--- src/rtl/gf180mcu_fd_sc_mcu9t5v0__pin_toggle_seq.sv ---
// Pin toggle sequencer for characterizing antenna-protected cell inputs.
// Walks the latched enable mask one pin at a time. Each enabled pin gets
// CNT_CFG high/low pulses, and each level is held for DWELL+1 cycles.
// Progress is reported through BUSY, and completion through DONE and ERR.
// Every output is a flop. The comb block computes next values only.
module gf180mcu_fd_sc_mcu9t5v0__pin_toggle_seq #(
    parameter int NPINS   = 4,
    parameter int CNT_W   = 8,
    parameter int DWELL_W = 4
) (
    input  logic                       CLK,
    input  logic                       RN,
    input  logic                       START,
    input  logic                       ABORT,
    input  logic [NPINS-1:0]           PIN_EN,
    input  logic [CNT_W-1:0]           CNT_CFG,
    input  logic [DWELL_W-1:0]         DWELL,
    output logic [NPINS-1:0]           I,
    output logic [$clog2(NPINS)-1:0]   CUR_PIN,
    output logic                       BUSY,
    output logic                       DONE,
    output logic                       ERR
);

    localparam int PIN_W = $clog2(NPINS);
    localparam int IDX_W = $clog2(NPINS + 1);

    typedef enum logic [1:0] {
        IDLE  = 2'd0,
        SCAN  = 2'd1,
        DRIVE = 2'd2
    } state_t;

    state_t             state_q, state_d;
    logic [IDX_W-1:0]   idx_q, idx_d;
    logic [DWELL_W-1:0] dwell_cnt_q, dwell_cnt_d;
    logic [CNT_W-1:0]   pulse_cnt_q, pulse_cnt_d;
    logic               level_q, level_d;
    logic [NPINS-1:0]   en_q, en_d;
    logic [CNT_W-1:0]   cnt_cfg_q, cnt_cfg_d;
    logic [DWELL_W-1:0] dwell_cfg_q, dwell_cfg_d;
    logic [NPINS-1:0]   i_d;
    logic [PIN_W-1:0]   cur_pin_d;
    logic               busy_d, done_d, err_d;

    logic [PIN_W-1:0]   pin_sel;
    logic [NPINS-1:0]   pin_onehot;
    logic               last_pulse;

    // Decode the current pin index and detect the final pulse of a pin.
    always_comb begin
        pin_sel    = idx_q[PIN_W-1:0];
        pin_onehot = NPINS'(1) << pin_sel;
        last_pulse = (CNT_W'(pulse_cnt_q + 1'b1) == cnt_cfg_q);
    end

    // Next-state and next-output logic. ABORT takes priority over sequencing.
    always_comb begin
        // NOTE: every variable gets a default first, so no branch can infer a latch.
        state_d     = state_q;
        idx_d       = idx_q;
        dwell_cnt_d = dwell_cnt_q;
        pulse_cnt_d = pulse_cnt_q;
        level_d     = level_q;
        en_d        = en_q;
        cnt_cfg_d   = cnt_cfg_q;
        dwell_cfg_d = dwell_cfg_q;
        i_d         = I;
        cur_pin_d   = CUR_PIN;
        busy_d      = BUSY;
        done_d      = 1'b0;
        err_d       = ERR;

        unique case (state_q)
            IDLE: begin
                if (START) begin
                    en_d        = PIN_EN;
                    cnt_cfg_d   = CNT_CFG;
                    dwell_cfg_d = DWELL;
                    err_d       = 1'b0;
                    if (PIN_EN == '0 || CNT_CFG == '0) begin
                        done_d = 1'b1;
                        err_d  = 1'b1;
                    end else begin
                        busy_d  = 1'b1;
                        state_d = SCAN;
                        idx_d   = '0;
                    end
                end
            end

            SCAN: begin
                if (ABORT) begin
                    state_d   = IDLE;
                    i_d       = '0;
                    cur_pin_d = '0;
                    busy_d    = 1'b0;
                    done_d    = 1'b1;
                    err_d     = 1'b1;
                end else if (idx_q == IDX_W'(NPINS)) begin
                    state_d   = IDLE;
                    idx_d     = '0;
                    cur_pin_d = '0;
                    busy_d    = 1'b0;
                    done_d    = 1'b1;
                    err_d     = 1'b0;
                end else if (en_q[pin_sel]) begin
                    state_d     = DRIVE;
                    i_d         = pin_onehot;
                    cur_pin_d   = pin_sel;
                    dwell_cnt_d = '0;
                    pulse_cnt_d = '0;
                    level_d     = 1'b1;
                end else begin
                    idx_d = idx_q + 1'b1;
                end
            end

            DRIVE: begin
                if (ABORT) begin
                    state_d   = IDLE;
                    i_d       = '0;
                    cur_pin_d = '0;
                    busy_d    = 1'b0;
                    done_d    = 1'b1;
                    err_d     = 1'b1;
                end else if (dwell_cnt_q == dwell_cfg_q) begin
                    dwell_cnt_d = '0;
                    if (level_q) begin
                        level_d = 1'b0;
                        i_d     = '0;
                    end else if (last_pulse) begin
                        state_d = SCAN;
                        idx_d   = idx_q + 1'b1;
                        i_d     = '0;
                    end else begin
                        pulse_cnt_d = pulse_cnt_q + 1'b1;
                        level_d     = 1'b1;
                        i_d         = pin_onehot;
                    end
                end else begin
                    dwell_cnt_d = dwell_cnt_q + 1'b1;
                end
            end

            default: begin
                state_d = IDLE;
                i_d     = '0;
                busy_d  = 1'b0;
            end
        endcase
    end

    // State and output registers with synchronous active-low reset.
    always_ff @(posedge CLK) begin
        if (!RN) begin
            state_q     <= IDLE;
            idx_q       <= '0;
            dwell_cnt_q <= '0;
            pulse_cnt_q <= '0;
            level_q     <= 1'b0;
            // NOTE: the shadow config flops are reset too. They are a few registers, not a RAM, so resetting them is cheap.
            en_q        <= '0;
            cnt_cfg_q   <= '0;
            dwell_cfg_q <= '0;
            I           <= '0;
            CUR_PIN     <= '0;
            BUSY        <= 1'b0;
            DONE        <= 1'b0;
            ERR         <= 1'b0;
        end else begin
            // NOTE: non-blocking so every flop captures pre-edge values regardless of order.
            state_q     <= state_d;
            idx_q       <= idx_d;
            dwell_cnt_q <= dwell_cnt_d;
            pulse_cnt_q <= pulse_cnt_d;
            level_q     <= level_d;
            en_q        <= en_d;
            cnt_cfg_q   <= cnt_cfg_d;
            dwell_cfg_q <= dwell_cfg_d;
            I           <= i_d;
            CUR_PIN     <= cur_pin_d;
            BUSY        <= busy_d;
            DONE        <= done_d;
            ERR         <= err_d;
        end
    end

endmodule

--- config.mk ---
export PLATFORM = sky130hd
export DESIGN_NAME = gf180mcu_fd_sc_mcu9t5v0__pin_toggle_seq
export DESIGN_NICKNAME = d
export VERILOG_FILES = /design/src/rtl/gf180mcu_fd_sc_mcu9t5v0__pin_toggle_seq.sv
export SDC_FILE = /design/constraint.sdc
export NUM_CORES = 1
export LEC_CHECK = 0
export CAP_MARGIN = 15
export CORE_MARGIN = 5
export CORE_UTILIZATION = 50
export CTS_CLUSTER_DIAMETER = 120
export DETAILED_ROUTE_END_ITERATION = 10
export PLACE_DENSITY = 0.73
export SLEW_MARGIN = 20
export SYNTH_ARGS = -nofsm -noshare
export SYNTH_HDL_FRONTEND = slang
export SYNTH_SLANG_ARGS = --single-unit
--- constraint.sdc ---
create_clock -name CLK -period 5.1 [get_ports CLK]
set_input_delay 1.02 -clock CLK [delete_from_list [all_inputs] [get_ports CLK]]
set_output_delay 1.02 -clock CLK [all_outputs]
set_load 0.02 [all_outputs]
# Word-level counts from Yosys, hierarchy flattened
# Cells that the tools add are included.
# W data, S select, Z words.
# totals
wordCells	132
reg_bits	43
# classes
bitwise	1
reduce_logical	16
eq_ne	24
shifts	1
add_sub_neg	3
n_mux	73
order_cmp	1
# ops
cell	n
$mux W8	7
$mux W4	12
$mux W3	9
$mux W2	13
$ne A2 B2 Y1 const B	11
$mux W1	21
$ne A3 B3 Y1 const B	7
$pmux W8 S2	1
$pmux W4 S3	1
$reduce_and A4 Y1	3
$reduce_and A6 Y1	2
$pmux W1 S3	3
$pmux W3 S3	1
$reduce_and A9 Y1	1
$add A8 B1 Y8 const B	1
$eq A8 B8 Y1	1
$logic_not A8 Y1	1
$pmux W4 S2	1
$reduce_and A8 Y1	1
$pmux W2 S3	1
$reduce_and A5 Y1	1
$add A4 B1 Y4 const B	1
$eq A4 B4 Y1	1
$logic_not A4 Y1	1
17 further kinds	17

# Depth between registers and ports, before layout
# logic_depth
depth_word	7
depth_mapped	8

# Least setup slack after synthesis
# Ideal clock, no wire load.
# synth_path
path_kind	input port to flip-flop
from	input CNT_CFG[4]
to	register idx_q[0]
setup_ns	0.072
setup_slack_ns	2.682
stages	6
arrival_time_ns	2.347
required_time_ns	5.028
path_cell_list	or4_1 -> o21ai_0 -> o22ai_1 -> o21ai_0 -> or2_1 -> mux2i_1
# synth_via
elab_chain_cells	4
# synth_lines
item	line_no	text
start, declared	16	input logic [CNT_W-1:0] CNT_CFG,
$logic_not A8 Y1	81	if (PIN_EN == '0 || CNT_CFG == '0) begin
$logic_or A1 B1 Y1	81	
$ne A2 B2 Y1 (no line)	-	
$reduce_and A9 Y1 (no line)	-	
end signal, assigned	174	idx_q <= idx_d;
end, declared	35	logic [IDX_W-1:0] idx_q, idx_d;
# No other way between the ends.
# A chain may end at the register's enable or synchronous reset.

==> results.txt <==
outcome: finished, final reports clean
Final Hold Vio Count: 0
VDD IR-drop max: 0.233 mV
share of cells above drive strength 1: 7.52%
power density over the cells: 367 nW/um2
Critical Path RT: 5.33 ns
clock latency at the later pin of the worst-skew pair: 0.30 ns
Int Pwr: 0.656 mW
final wirelength: 5490 um
Synthesis Warnings: 0
predominant post-synthesis flop cell: dfxtp_1
Starting Density: 50.6%
cell leakage power: 1.12 nW
commonest non-fill, non-tap cell in the layout: nand2_1
period utilization: 63.3%
kind of critical path: input port to flip-flop
TritonCTS buffer count: 5
headroom to the max-slew limit: 37.4%
Syn Area/Cell: 8.42 um2
Area Overhead vs Synth: 18.0%
Post-CTS Setup Repair Bufs: 0
Residual DRC: 0
number of synthesized flops with an enable pin: 0
CTS Hold Bufs: 0
Final WS setup: 1.87 ns
Hold Path Class: flip-flop to flip-flop
Die H: 78.7 um
Final Util: 59.7%
Antenna Cells: 0
Sum Neg Setup Slack: 0 ns
Tightest Pin Transition: 0.930 ns
Reg clk slew, reported paths: 0.09 ns
Clock Skew: 0.0110 ns
Max-cap violations: 0
most frequent cells in the layout: nand2_1, dfxtp_1, a21oi_1, clkdlybuf4s50_1, nor2_1
Place WS: 1.62 ns
initial antenna violation count: 0
RSZ-0062 raised after global routing: no
first drt pass iteration count: 4
Clock power frac: 26.1%
switching power: 0.365 mW
Cell variety after synth: 51
Nets: 335
post_cts resized: 0
total track usage: 18.6%
vias in the first global route: 1962
Final ANT Viol Nets: 0
hold slack: 0.456 ns
Crit path arrival time: 3.46 ns
Via density: 5.64
die width: 78.7 um
first-pass GRT wire length: 9190 um
largest net degree at the start of global routing: 27
Setup violations, final: 0
TritonCTS clock tree: done
synthesized cell area: 2360 um2
Crit. End Element: flip-flop
min Tclk post-route: 3.23 ns
row cnt: 25
area of the core: 4660 um2
Avg WL per Cell: 15.3 um
hpwl dp: 4060 um
Mapped Cells: 280
max-slew violation count: 0
Root Buffer: clkbuf_8
max frequency: 0.310 GHz
startpoint types: input port
sequential share of the synthesized area: 36.5%
Max clock buf depth: 2
drt initial violations: 130
Boundary Pins: 29
Yosys reg bits: 43
total power: 1.02 mW
die area: 6190 um2
Final Wtd Congestion: 0.897
Seq pwr share: 40.0%
Gate power share: 33.9%
GR Overflow Total: 0
Port Buf Inserts: 28
Synthesized Nets: 310
clock sink total: 43
Synth async-reset ratio: 0%
CP max FO: 26
sw frac: 35.8%
H-tree depth: 2
total number of vias: 2032
stage by stage:
stage / instance area (um2) / cells
4_1_cts: 2780 / 360
6_report: 2780 / 360
3_5_place_dp: 2670 / 352
2_1_floorplan: 2360 / 280
5_1_grt: 2780 / 360
3_3_place_gp: 2670 / 352
logic make-up (layout without fill, tap and decap cells):
family | Yosys count | after routing | synth area share [%]
adder cells (fa/ha/maj) | 10 | 10 | 5.31
buffers and inverters | 22 | 48 | 3.61
AND/OR/NAND/NOR | 104 | 104 | 21.5
multiplexers | 9 | 9 | 4.40
flip-flops | 43 | 43 | 36.5
AO/OA/AOI/OAI | 75 | 75 | 22.3
XOR/XNOR | 17 | 17 | 6.31
registers in the layout (all words and copies together) (netlist names):
signal and flops:
ERR 1, dwell_cnt_q 4, en_q 4, state_q 2, cnt_cfg_q 8, BUSY 1, pulse_cnt_q 8, level_q 1
DONE 1, I 4, idx_q 3, CUR_PIN 2, dwell_cfg_q 4
metal layers:
layer | up-vias | GRT usage, % | share of wire, %
met5 | - | 0 | 0
met1 | 922 | 25.5 | 48
li1 | 1048 | - | -
met2 | 60 | 28.9 | 45
met3 | 2 | 4.93 | 6.2
met4 | 0 | 4.72 | 0.53
area by class of cell:
type,instances,area (um2)
clock buffers,5,68.8
clock inverters,3,43.8
fillers,413,1880
inverters,11,41.3
multi-input cells,215,1410
flip-flops and latches,43,861
well taps,54,67.6
repair buffers,29,288
cell usage after synthesis, drive strengths merged, types with 2 or more instances:
cell type   n  share of area [%]
mux2i       7                3.0
a21oi      30                6.5
xnor2      12                4.5
dfxtp      43                 36
a221oi      2                1.8
a22o        6                2.2
and2        4                1.1
o21ai      12                2.5
o211a       3                1.3
o21a        3               0.95
or3         6                2.0
or4         3               0.95
nor3        8                1.7
clkbuf      8                1.3
nand2      45                7.2
buf         3               0.58
nand3       7                1.7
nand4       6                1.9
o211ai      2               0.64
a21o        4                1.3
ha         10                5.3
nand2b      2               0.53
xor2        5                1.9
nor2       18                2.9
inv        10                1.6
o22ai       2               0.53
a31oi       3                1.1
worst max-delay path, cell delays in order:
cell and delay (ns):
clkdlybuf4s50_1 0.72, clkinv_1 0.11, buf_4 0.24, nor4_1 0.82
o2111a_2 0.39, a22o_1 0.14
power by group through the flow:
| stage | registers (mW) | clock network (mW) | logic [mW] |
|---|---|---|---|
| 2_1_floorplan | 0.415 | 0 | 0.250 |
| 3_3_place_gp | 0.415 | 0 | 0.337 |
| 3_5_place_dp | 0.416 | 0 | 0.342 |
| 4_1_cts | 0.409 | 0.272 | 0.345 |
| 5_1_grt | 0.414 | 0.289 | 0.383 |
| 6_report | 0.409 | 0.267 | 0.346 |
path summary, 6_finish.rpt:
kind / start / endpoint / slack [ns] / cells after the start
setup reg to reg: state_q[0] / pulse_cnt_q[0] / 2.34 / 6
setup / recovery: RN / I[3] / 1.87 / 6
hold / removal: en_q[2] / en_q[2] / 0.46 / 2
hold reg to reg: en_q[2] / en_q[2] / 0.46 / 2
Note: power is estimated with default switching activity, not from simulation.
